==> config.mk <==
export PLATFORM = sky130hd
export DESIGN_NAME = weight_update_sequencer
export DESIGN_NICKNAME = d
export VERILOG_FILES = /design/src/rtl/gdo_pkg.sv /design/src/rtl/wu_pkg.sv /design/src/rtl/weight_bank.sv /design/src/rtl/weight_update_sequencer.sv
export SDC_FILE = /design/constraint.sdc
export NUM_CORES = 2
export LEC_CHECK = 0
export ABC_AREA = 1
export CAP_MARGIN = 20
export CORE_MARGIN = 3
export CORE_UTILIZATION = 25
export DETAILED_ROUTE_END_ITERATION = 10
export GPL_TIMING_DRIVEN = 0
export PLACE_DENSITY_LB_ADDON = 0.05
export SETUP_SLACK_MARGIN = 0.3
export SKIP_CTS_REPAIR_TIMING = 1
export SKIP_LAST_GASP = 1
export SYNTH_ARGS = -nofsm -noshare
export SYNTH_HDL_FRONTEND = slang
export SYNTH_HIERARCHICAL = 1
export SYNTH_SLANG_ARGS = --single-unit
==> constraint.sdc <==
create_clock -name clk -period 28.6 [get_ports clk]
set_clock_uncertainty 0.1 [all_clocks]
set_input_delay 4.29 -clock clk [delete_from_list [all_inputs] [get_ports clk]]
set_output_delay 4.29 -clock clk [all_outputs]
set_load 0.02 [all_outputs]
==> src/rtl/gdo_pkg.sv <==
// Signed fixed-point word arithmetic (gdo format): 16-bit words with gdo_size fraction bits,
// saturating add and multiply.
package gdo;

  localparam int gdo_size  = 8;
  localparam int gdo_width = 16;

  function automatic logic signed [15:0] gdo_sat(input logic signed [31:0] v);
    if (v > 32'sd32767) return 16'sh7fff;
    if (v < -32'sd32768) return 16'sh8000;
    return v[15:0];
  endfunction

  function automatic logic signed [15:0] gdo_add(input logic signed [15:0] a,
                                                 input logic signed [15:0] b);
    logic signed [31:0] s;
    s = 32'(a) + 32'(b);
    return gdo_sat(s);
  endfunction

  // Product is floored (arithmetic shift) before saturation.
  function automatic logic signed [15:0] gdo_mult(input logic signed [15:0] a,
                                                  input logic signed [15:0] b);
    logic signed [31:0] p;
    p = 32'(a) * 32'(b);
    p = p >>> gdo_size;
    return gdo_sat(p);
  endfunction

endpackage

==> src/rtl/wu_pkg.sv <==
// Shared types and row packing helpers for the weight update sequencer.
// Word c of a row lives at [(size-c)*data_size-1 -: data_size].
package wu_pkg;

  localparam int unsigned WuDataSize     = 16;
  localparam int unsigned WuSize         = 3;
  localparam int unsigned WuMaxLayerSize = 4;
  localparam int unsigned WuRowBits      = WuDataSize * WuSize;

  typedef enum logic [1:0] {IDLE, REQ, CAP, FIN} wu_state_t;

  typedef logic [WuDataSize-1:0] word_t;
  typedef logic [WuSize-1:0][WuDataSize-1:0] row_words_t;

  function automatic row_words_t unpack_row(input logic [WuRowBits-1:0] row);
    row_words_t w;
    for (int c = 0; c < int'(WuSize); c++) begin
      w[c] = row[(int'(WuSize) - c) * int'(WuDataSize) - 1 -: WuDataSize];
    end
    return w;
  endfunction

  function automatic logic [WuRowBits-1:0] pack_row(input row_words_t w);
    logic [WuRowBits-1:0] row;
    row = '0;
    for (int c = 0; c < int'(WuSize); c++) begin
      row[(int'(WuSize) - c) * int'(WuDataSize) - 1 -: WuDataSize] = w[c];
    end
    return row;
  endfunction

  // Negation that maps the most-negative word to +max instead of wrapping.
  function automatic word_t neg_sat(input word_t v);
    if (v == {1'b1, {(WuDataSize - 1){1'b0}}}) return {1'b0, {(WuDataSize - 1){1'b1}}};
    return -v;
  endfunction

endpackage

==> src/rtl/weight_bank.sv <==
// Weight storage: [max_layer_size][size] rows, one write port, a forward read port and an
// update read tap addressed by the sequencer. Out-of-range writes drop, reads return 0.
module weight_bank #(
  parameter int unsigned data_size      = 16,
  parameter int unsigned size           = 3,
  parameter int unsigned max_layer_size = 4
) (
  input  logic                        clk,
  input  logic                        reset,
  input  logic                        wr_en,
  input  logic [31:0]                 wr_layer,
  input  logic [31:0]                 wr_row,
  input  logic [data_size*size-1:0]   wr_data,
  input  logic [31:0]                 rd_layer,
  input  logic [31:0]                 rd_row,
  output logic [data_size*size-1:0]   rd_data,
  input  logic [31:0]                 upd_layer,
  input  logic [31:0]                 upd_row,
  output logic [data_size*size-1:0]   upd_data
);

  localparam int unsigned LayerW = (max_layer_size > 1) ? $clog2(max_layer_size) : 1;
  localparam int unsigned RowW   = (size > 1) ? $clog2(size) : 1;

  logic [data_size*size-1:0] mem [max_layer_size][size];

  function automatic logic in_range(input logic [31:0] l, input logic [31:0] r);
    return (l < max_layer_size) && (r < size);
  endfunction

  always_ff @(posedge clk) begin
    if (reset) begin
      for (int l = 0; l < int'(max_layer_size); l++) begin
        for (int r = 0; r < int'(size); r++) begin
          mem[l][r] <= '0;
        end
      end
    end else if (wr_en && in_range(wr_layer, wr_row)) begin
      mem[wr_layer[LayerW-1:0]][wr_row[RowW-1:0]] <= wr_data;
    end
  end

  assign rd_data  = in_range(rd_layer, rd_row)   ? mem[rd_layer[LayerW-1:0]][rd_row[RowW-1:0]]
                                                 : '0;
  assign upd_data = in_range(upd_layer, upd_row) ? mem[upd_layer[LayerW-1:0]][upd_row[RowW-1:0]]
                                                 : '0;

endmodule

==> src/rtl/weight_update_sequencer.sv <==
// Walks every (layer,row), requests its gradient row from the backprop stack and applies
// w_new = w - lr*g into the local weight bank.
module weight_update_sequencer
  import wu_pkg::*;
  import gdo::*;
#(
  parameter int unsigned data_size      = WuDataSize,
  parameter int unsigned size           = WuSize,
  parameter int unsigned max_layer_size = WuMaxLayerSize
) (
  input  logic                        clk,
  input  logic                        reset,
  input  logic                        start,
  input  logic [31:0]                 num_layers,
  input  logic [data_size-1:0]        learning_rate,
  output logic                        busy,
  output logic                        done,
  output logic                        cal_dc_dw,
  output logic [31:0]                 dc_dw_layer,
  output logic [31:0]                 dc_dw_row,
  input  logic [data_size*size-1:0]   dc_dw_stream,
  input  logic                        load_en,
  input  logic [31:0]                 load_layer,
  input  logic [31:0]                 load_row,
  input  logic [data_size*size-1:0]   load_data,
  input  logic [31:0]                 weight_rd_layer,
  input  logic [31:0]                 weight_rd_row,
  output logic [data_size*size-1:0]   weight_rd_data
);

  localparam int unsigned RowBits = data_size * size;
  localparam logic [31:0] LastRow = 32'(size - 1);
  localparam logic [31:0] MaxN    = 32'(max_layer_size);

  wu_state_t   state_q, state_d;
  logic [31:0] layer_q, layer_d;
  logic [31:0] row_q, row_d;
  logic [31:0] n_q, n_d;
  word_t       neg_lr_q, neg_lr_d;

  logic               wr_en;
  logic [31:0]        wr_layer, wr_row;
  logic [RowBits-1:0] wr_data, cur_row, upd_row;
  row_words_t         cur_w, grad_w, new_w;

  always_ff @(posedge clk) begin
    if (reset) begin
      state_q  <= IDLE;
      layer_q  <= '0;
      row_q    <= '0;
      n_q      <= '0;
      neg_lr_q <= '0;
    end else begin
      state_q  <= state_d;
      layer_q  <= layer_d;
      row_q    <= row_d;
      n_q      <= n_d;
      neg_lr_q <= neg_lr_d;
    end
  end

  always_comb begin
    state_d     = state_q;
    layer_d     = layer_q;
    row_d       = row_q;
    n_d         = n_q;
    neg_lr_d    = neg_lr_q;
    busy        = 1'b0;
    done        = 1'b0;
    cal_dc_dw   = 1'b0;
    dc_dw_layer = '0;
    dc_dw_row   = '0;
    case (state_q)
      IDLE: begin
        if (start) begin
          n_d      = (num_layers > MaxN) ? MaxN : num_layers;
          neg_lr_d = neg_sat(learning_rate);
          layer_d  = '0;
          row_d    = '0;
          state_d  = (n_d == '0) ? FIN : REQ;
        end
      end
      REQ: begin
        busy        = 1'b1;
        cal_dc_dw   = 1'b1;
        dc_dw_layer = layer_q;
        dc_dw_row   = row_q;
        state_d     = CAP;
      end
      CAP: begin
        busy = 1'b1;
        if (row_q == LastRow) begin
          row_d   = '0;
          layer_d = layer_q + 32'd1;
        end else begin
          row_d = row_q + 32'd1;
        end
        state_d = (layer_q == n_q - 32'd1 && row_q == LastRow) ? FIN : REQ;
      end
      FIN: begin
        done    = 1'b1;
        state_d = IDLE;
      end
      default: state_d = IDLE;
    endcase
  end

  // Update datapath: stream holds the response to the REQ of the previous cycle.
  always_comb begin
    cur_w  = unpack_row(cur_row);
    grad_w = unpack_row(dc_dw_stream);
    new_w  = '0;
    for (int c = 0; c < int'(size); c++) begin
      new_w[c] = gdo_add(cur_w[c], gdo_mult(neg_lr_q, grad_w[c]));
    end
    upd_row = pack_row(new_w);
  end

  // Preload never collides with an update: it is only honoured while not busy.
  assign wr_en    = (state_q == CAP) || (load_en && !busy);
  assign wr_layer = (state_q == CAP) ? layer_q : load_layer;
  assign wr_row   = (state_q == CAP) ? row_q   : load_row;
  assign wr_data  = (state_q == CAP) ? upd_row : load_data;

  weight_bank #(
    .data_size      (data_size),
    .size           (size),
    .max_layer_size (max_layer_size)
  ) u_bank (
    .clk       (clk),
    .reset     (reset),
    .wr_en     (wr_en),
    .wr_layer  (wr_layer),
    .wr_row    (wr_row),
    .wr_data   (wr_data),
    .rd_layer  (weight_rd_layer),
    .rd_row    (weight_rd_row),
    .rd_data   (weight_rd_data),
    .upd_layer (layer_q),
    .upd_row   (row_q),
    .upd_data  (cur_row)
  );

endmodule

; Yosys cells after proc, flatten, opt, wreduce, memory -nomap -nowiden
; Memory sizes are Yosys's and may differ from the RTL's. A register that Yosys moved wholly into a read port is not among the register bits.
; Index checks and enable logic that the tools add are counted.
[op_classes]
n_addsub = 7
n_lt_le_gt_ge = 23
n_bitwise = 3
n_mux = 85
n_reduce_logical = 17
eq_ne = 8
n_mul = 3
[op_table]
columns = operator, n
row1 = 144-bit two-way mux, 3
row2 = 16-bit two-way mux, 26
row3 = 48-bit two-way mux, 8
row4 = 32-bit two-way mux, 8
row5 = 48-bit binary-select mux with 2-bit select, 2
row6 = 144-bit OR reduction, 1
row7 = 32-bit case mux with 2 select lines, 2
row8 = 48-bit demux with 2-bit select, 1
row9 = 32-bit by 2-bit less-than comparator with 1-bit output (second input constant), 3
row10 = 32-bit by 3-bit less-than comparator with 1-bit output (second input constant), 3
row11 = 16-bit by 16-bit multiplier with 32-bit output, 3
row12 = 24-bit by 16-bit greater-than comparator with 1-bit output (second input constant), 3
row13 = 24-bit by 16-bit less-than comparator with 1-bit output (second input constant), 3
row14 = 32-bit by 1-bit adder with 32-bit output (second input constant), 2
row15 = 16-bit by 16-bit adder with 17-bit output, 3
row16 = 17-bit by 16-bit greater-than comparator with 1-bit output (second input constant), 3
row17 = 17-bit by 16-bit less-than comparator with 1-bit output (second input constant), 3
row18 = 32-bit by 2-bit equality test with 1-bit output (second input constant), 1
row19 = 32-bit equality test, 1
row20 = 32-bit by 3-bit greater-than comparator with 1-bit output (second input constant), 1
row21 = 32-bit zero test, 1
row22 = 32-bit by 1-bit subtractor with 32-bit output (second input constant), 1
row23 = 1-bit two-way mux, 28
row24 = 16-bit equality test (second input constant), 1
row25 = 17 further kinds, 35
[totals]
ramBits = 576
reg_bits = 114
word_cells = 152
output_inout_bits = 115
in_bits = 276
mem_count = 1
[mem_list]
columns = memory, depth, width, read_ports, rd_ports_with_merged_regs, wr, line_no
row1 = u_bank.mem, 4, 144, 2, 1, 4, weight_bank.sv:25  ; logic [data_size*size-1:0] mem [max_layer_size][size];

; Depth between registers and ports, before layout
[depth]
ltp_word = 14
mapped_depth = 53
mapped_depth_nobuf = 48

; Cells and area by module
; The synthesis kept the hierarchy.
[modules_own_cells]
columns = mod, cells_per_inst, seq_area_each_um2, instances, area_per_inst_um2
row1 = weight_update_sequencer, 6062, 2282.2, 1, 42547.1
row2 = weight_bank, 4191, 17296.6, 1, 33016.7

; Least setup slack after synthesis
; No wires, ideal clock.
[synth_timing]
path_kind = input -> register
from = in dc_dw_stream[35]
to = mem u_bank/mem[0][38] (netlist name) (data pin)
setup_ns = 0.272
setup_slack_ns = 15.926
arrival_ns = 12.302
required_ns = 28.228
cell_stages = 47
path_buffers = 5
cell_sequence = clkbuf_1 > clkbuf_1 > nand2_1 > fa_1 > inv_1 > fa_1 > inv_1 > fa_1 > fa_1 > inv_1 > fa_1 > inv_1 > fa_1 > inv_1 > ha_1 > nand2_1 > nor2_1 > inv_1 > [... 11 more ...] > inv_1 > fa_1 > inv_1 > nand3_1 > nand2_1 > nand3_1 > nand3_1 > nand3_1 > nand2_1 > nand2_1 > a22oi_1 > nor2_1 > clkbuf_1 > nor2_1 > o22a_1 > inv_1 > clkbuf_1 > nor2_1
[synth_rtl]
columns = item, line_no
row1 = "start, declared", weight_update_sequencer.sv:21  ; input logic [data_size*size-1:0] dc_dw_stream,
row2 = "end, declared", weight_bank.sv:25

==> reports/qor_table.md <==
| Result | This run | Unit |
| --- | --- | --- |
| Net count reported at finish | 12110 | - |
| Power density of the placed cells | 115.7 | nW/µm² |
| Highest Clock Rate | 67.56 | MHz |
| Worst slew pin tran | 1.224 | ns |
| CP arrival | 15.13 | ns |
| Combined global-route utilization of all metal layers | 0.2309 | - |
| Avg Cell Area, Syn | 7.370 | µm² |
| Share of final-layout standard cells stronger than drive strength 1 | 0.04165 | - |
| Clock latency reported for the late side of the worst-skew pair | 0.72 | ns |
| Critical path endpoint category | flip-flop | - |
| Startpoint types | input port | - |
| Dominant cell type by area after synthesis | sky130_fd_sc_hd__edfxtp_1 | - |
| Clock root cell | sky130_fd_sc_hd__clkbuf_16 | - |
| GRT overflow | 0 | - |
| Final routed DRC violation total | 0 | - |
| RSZ-0062 raised after global routing | no | - |
| Number of clock sinks seen by CTS | 690 | - |
| Inserted Clock Buffers | 88 | - |
| Clock-pin slew on the worst setup and hold paths | 0.06 | ns |
| Total wirelength of the detailed-routed design | 364000 | µm |
| Maximum number of pins on one net before global-route repair | 42 | - |
| Combinational group share of total power | 0.773 | - |
| Switching part of the total power | 0.5652 | - |
| Proportion of netlist area held by the largest area contributor | 0.2289 | - |
| Maximum count of clock buffers along a single path | 3 | - |
| Antenna violations before repair | 34 | - |
| Result of the run | finished clean | - |
| Vias in the first global route | 71380 | - |
| Worst hold path stage count | 2 | - |
| Worst relative slew slack | 0.1840 | - |
| Net switching power of the design | 5.767 | mW |
| Warnings, synthesis | 6 | - |
| Mean routed wirelength per cell | 24.60 | µm |
| Flop and latch count out of synthesis | 690 | - |
| Number of nets produced by synthesis | 11610 | - |
| Final weighted congestion of routability-driven global placement | 0.9078 | - |
| Pleak | 42.66 | nW |
| Number of core rows | 201 | - |
| Die Y | 555.8 | µm |
| Placed wire-length estimate | 297300 | µm |
| Number of synthesized flops with an enable pin | 576 | - |
| Final count of hold timing violations | 0 | - |
| Antenna Nets Post-Route | 0 | - |
| HP Class | reg -> reg | - |
| Number of max-cap violations | 0 | - |
| Initial Util | 0.2516 | - |
| Horiz. Die Dim | 555.8 | µm |
| Final Power | 10.20 | mW |
| Setup TNS Final | 0 | ns |
| # IOs | 391 | - |
| Wire length of the first global-routing pass | 518000 | µm |
| Power share of the sequential group | 0.112 | - |
| H-tree level count | 3 | - |
| Final non-filler cell area | 88170 | µm² |
| Slew Limit Fails | 0 | - |
| Unique cell type count in the Yosys netlist | 54 | - |
| Critical Path Slowest Stage Cell | sky130_fd_sc_hd__clkdlybuf4s50_1 | - |
| Detailed-router iteration count before antenna repair | 8 | - |
| Core occupancy in the finished layout | 0.2936 | - |
| Cell Area, Synth | 75560 | µm² |
| Critical Setup Path Class | in -> reg | - |
| DR vias | 70490 | - |
| Cell-internal power | 4.437 | mW |
| Number of instances in the synthesized netlist | 10250 | - |
| Hold Slack | 0.3593 | ns |
| Layout-stage area growth over the synthesis result | 16.68 | % |
| Clock power frac | 0.115 | - |
| Core region area | 300300 | µm² |
| 1st-iter DRT viols | 6127 | - |
| Top cells by area in the synthesized netlist | sky130_fd_sc_hd__edfxtp_1 23%, sky130_fd_sc_hd__fa_1 21%, sky130_fd_sc_hd__nand2_1 13% | - |
| Peak VDD IR | 0.0001737 | V |
| Number of failing setup endpoints in the final timing report | 0 | - |
| Final worst path period need | 14.80 | ns |
| Biggest cell delay along the critical path | 0.70 | ns |
| Path depth of the worst reg2reg path | 41 | - |
| Filler Cell Count | 33090 | - |
| Fraction of synthesis flops using an asynchronous set or reset pin | 0 | - |
| Area of the die | 308900 | µm² |
| CTS tree | yes | - |
| Sequential-to-total area share from yosys stat | 0.2591 | - |
| Worst path required time | 28.93 | ns |
| Vias per Instance | 4.763 | - |
| Maximum fanout count along the critical path | 10 | - |
| Quantity of I/O buffers inserted on ports | 349 | - |
| Final Cycle Share | 0.5176 | - |
| DP Area | 85140 | µm² |
| Main flop type after synthesis | sky130_fd_sc_hd__edfxtp_1 | - |
placed cells by master, fill, tap and decap left out, types with 67 or more instances in the layout:
master	synthesis	layout
sky130_fd_sc_hd__nand2_1	2539	2527
sky130_fd_sc_hd__inv_1	1848	1848
sky130_fd_sc_hd__nor2_1	1193	1193
sky130_fd_sc_hd__fa_1	786	786
sky130_fd_sc_hd__a21oi_1	692	692
sky130_fd_sc_hd__edfxtp_1	576	576
sky130_fd_sc_hd__o21ai_0	456	456
sky130_fd_sc_hd__clkbuf_1	429	434
sky130_fd_sc_hd__nand3_1	426	426
sky130_fd_sc_hd__clkdlybuf4s50_1	0	349
sky130_fd_sc_hd__ha_1	294	294
sky130_fd_sc_hd__xor2_1	126	126
sky130_fd_sc_hd__dfxtp_1	114	114
sky130_fd_sc_hd__buf_2	103	106
sky130_fd_sc_hd__o211ai_1	98	98
sky130_fd_sc_hd__nor3_1	93	93
sky130_fd_sc_hd__clkbuf_16	0	90
sky130_fd_sc_hd__nor2_2	67	67
flip-flops by register name (all words and copies together), names as in the netlist:
name        count
row_q          32
layer_q        32
state_q         2
n_q            32
neg_lr_q       16
u_bank/mem    576
path summary, 6_finish.rpt:
check,startpoint,slack [ns],to
max reg2reg,neg_lr_q[8],16.60,u_bank/mem[1][17]
min,n_q[31],0.36,n_q[31]
min reg2reg,n_q[31],0.36,n_q[31]
max,dc_dw_stream[31],13.80,u_bank/mem[1][17]
metal layers:
metal	vias to the layer above	wire (µm)	global-route usage
met3	320	21460	0.03200
met2	2280	166300	0.3740
li1	32730	-	-
met5	-	54	0
met1	35150	167500	0.3259
met4	10	8683	0.05027
worst max-delay path: cells and delay by family:
kind                       cells  cell delay, ns
AOI/OAI and AO/OA              4            1.48
buffers and inverters          9            2.78
and+or+nand+nor               18            2.15
xor gates and xnor gates       1            0.34
adders and majority gates      9            4.05
per-stage QoR:
stage | std cells | setup WS [ns]
global route | 14790 | 13.35
global placement | 14560 | 12.97
floorplan | 10250 | 15.93
finish | 14800 | 13.80
detailed placement | 14620 | 13.06
CTS | 14780 | 13.78
layout make-up:
cell class              count  area (µm²)  share of cell area
plain buffers             619        2600             0.02949
inverters                1857        6970             0.07906
clock buffers             112        2365             0.02682
well taps                3958        4952             0.05617
flip-flops and latches    690       19580              0.2221
diodes                     12       30.03           0.0003406
clock inverters            50       550.5            0.006244
repair buffers            413        4598             0.05215
multi-input cells        7087       46520              0.5277
kinds of logic after synthesis:
group	Yosys count	share of synthesized area
adder cells (fa/ha/maj)	1080	0.2569
AND/OR/NAND/NOR	4441	0.2367
XOR/XNOR	185	0.02169
flip-flops	690	0.2591
buffers and inverters	2476	0.1264
AO/OA/AOI/OAI	1381	0.09915
cells in the mapped netlist, types with 8 or more instances:
| library cell | n |
|---|---|
| sky130_fd_sc_hd__nand2_1 | 2539 |
| sky130_fd_sc_hd__inv_1 | 1848 |
| sky130_fd_sc_hd__nor2_1 | 1193 |
| sky130_fd_sc_hd__fa_1 | 786 |
| sky130_fd_sc_hd__a21oi_1 | 692 |
| sky130_fd_sc_hd__edfxtp_1 | 576 |
| sky130_fd_sc_hd__o21ai_0 | 456 |
| sky130_fd_sc_hd__clkbuf_1 | 429 |
| sky130_fd_sc_hd__nand3_1 | 426 |
| sky130_fd_sc_hd__ha_1 | 294 |
| sky130_fd_sc_hd__xor2_1 | 126 |
| sky130_fd_sc_hd__dfxtp_1 | 114 |
| sky130_fd_sc_hd__buf_2 | 103 |
| sky130_fd_sc_hd__o211ai_1 | 98 |
| sky130_fd_sc_hd__nor3_1 | 93 |
| sky130_fd_sc_hd__buf_1 | 67 |
| sky130_fd_sc_hd__nor2_2 | 67 |
| sky130_fd_sc_hd__xnor2_1 | 58 |
| sky130_fd_sc_hd__nand4_1 | 49 |
| sky130_fd_sc_hd__a21o_1 | 36 |
| sky130_fd_sc_hd__a31oi_1 | 29 |
| sky130_fd_sc_hd__nor4_1 | 29 |
| sky130_fd_sc_hd__o21bai_1 | 17 |
| sky130_fd_sc_hd__buf_6 | 14 |
| sky130_fd_sc_hd__o22a_1 | 11 |
| sky130_fd_sc_hd__nand2_2 | 10 |
| sky130_fd_sc_hd__nand4_2 | 10 |
| sky130_fd_sc_hd__o21a_1 | 8 |
power by group through the flow:
| stage | clock (mW) | sequential [mW] | combinational (mW) |
|---|---|---|---|
| 2_1_floorplan | 0 | 1.15 | 5.34 |
| 3_3_place_gp | 0 | 1.16 | 7.98 |
| 3_5_place_dp | 0 | 1.16 | 7.95 |
| 4_1_cts | 1.20 | 1.14 | 8.01 |
| 5_1_grt | 1.24 | 1.14 | 8.85 |
| 6_report | 1.17 | 1.14 | 7.89 |
(Power assumes the default switching activity.)
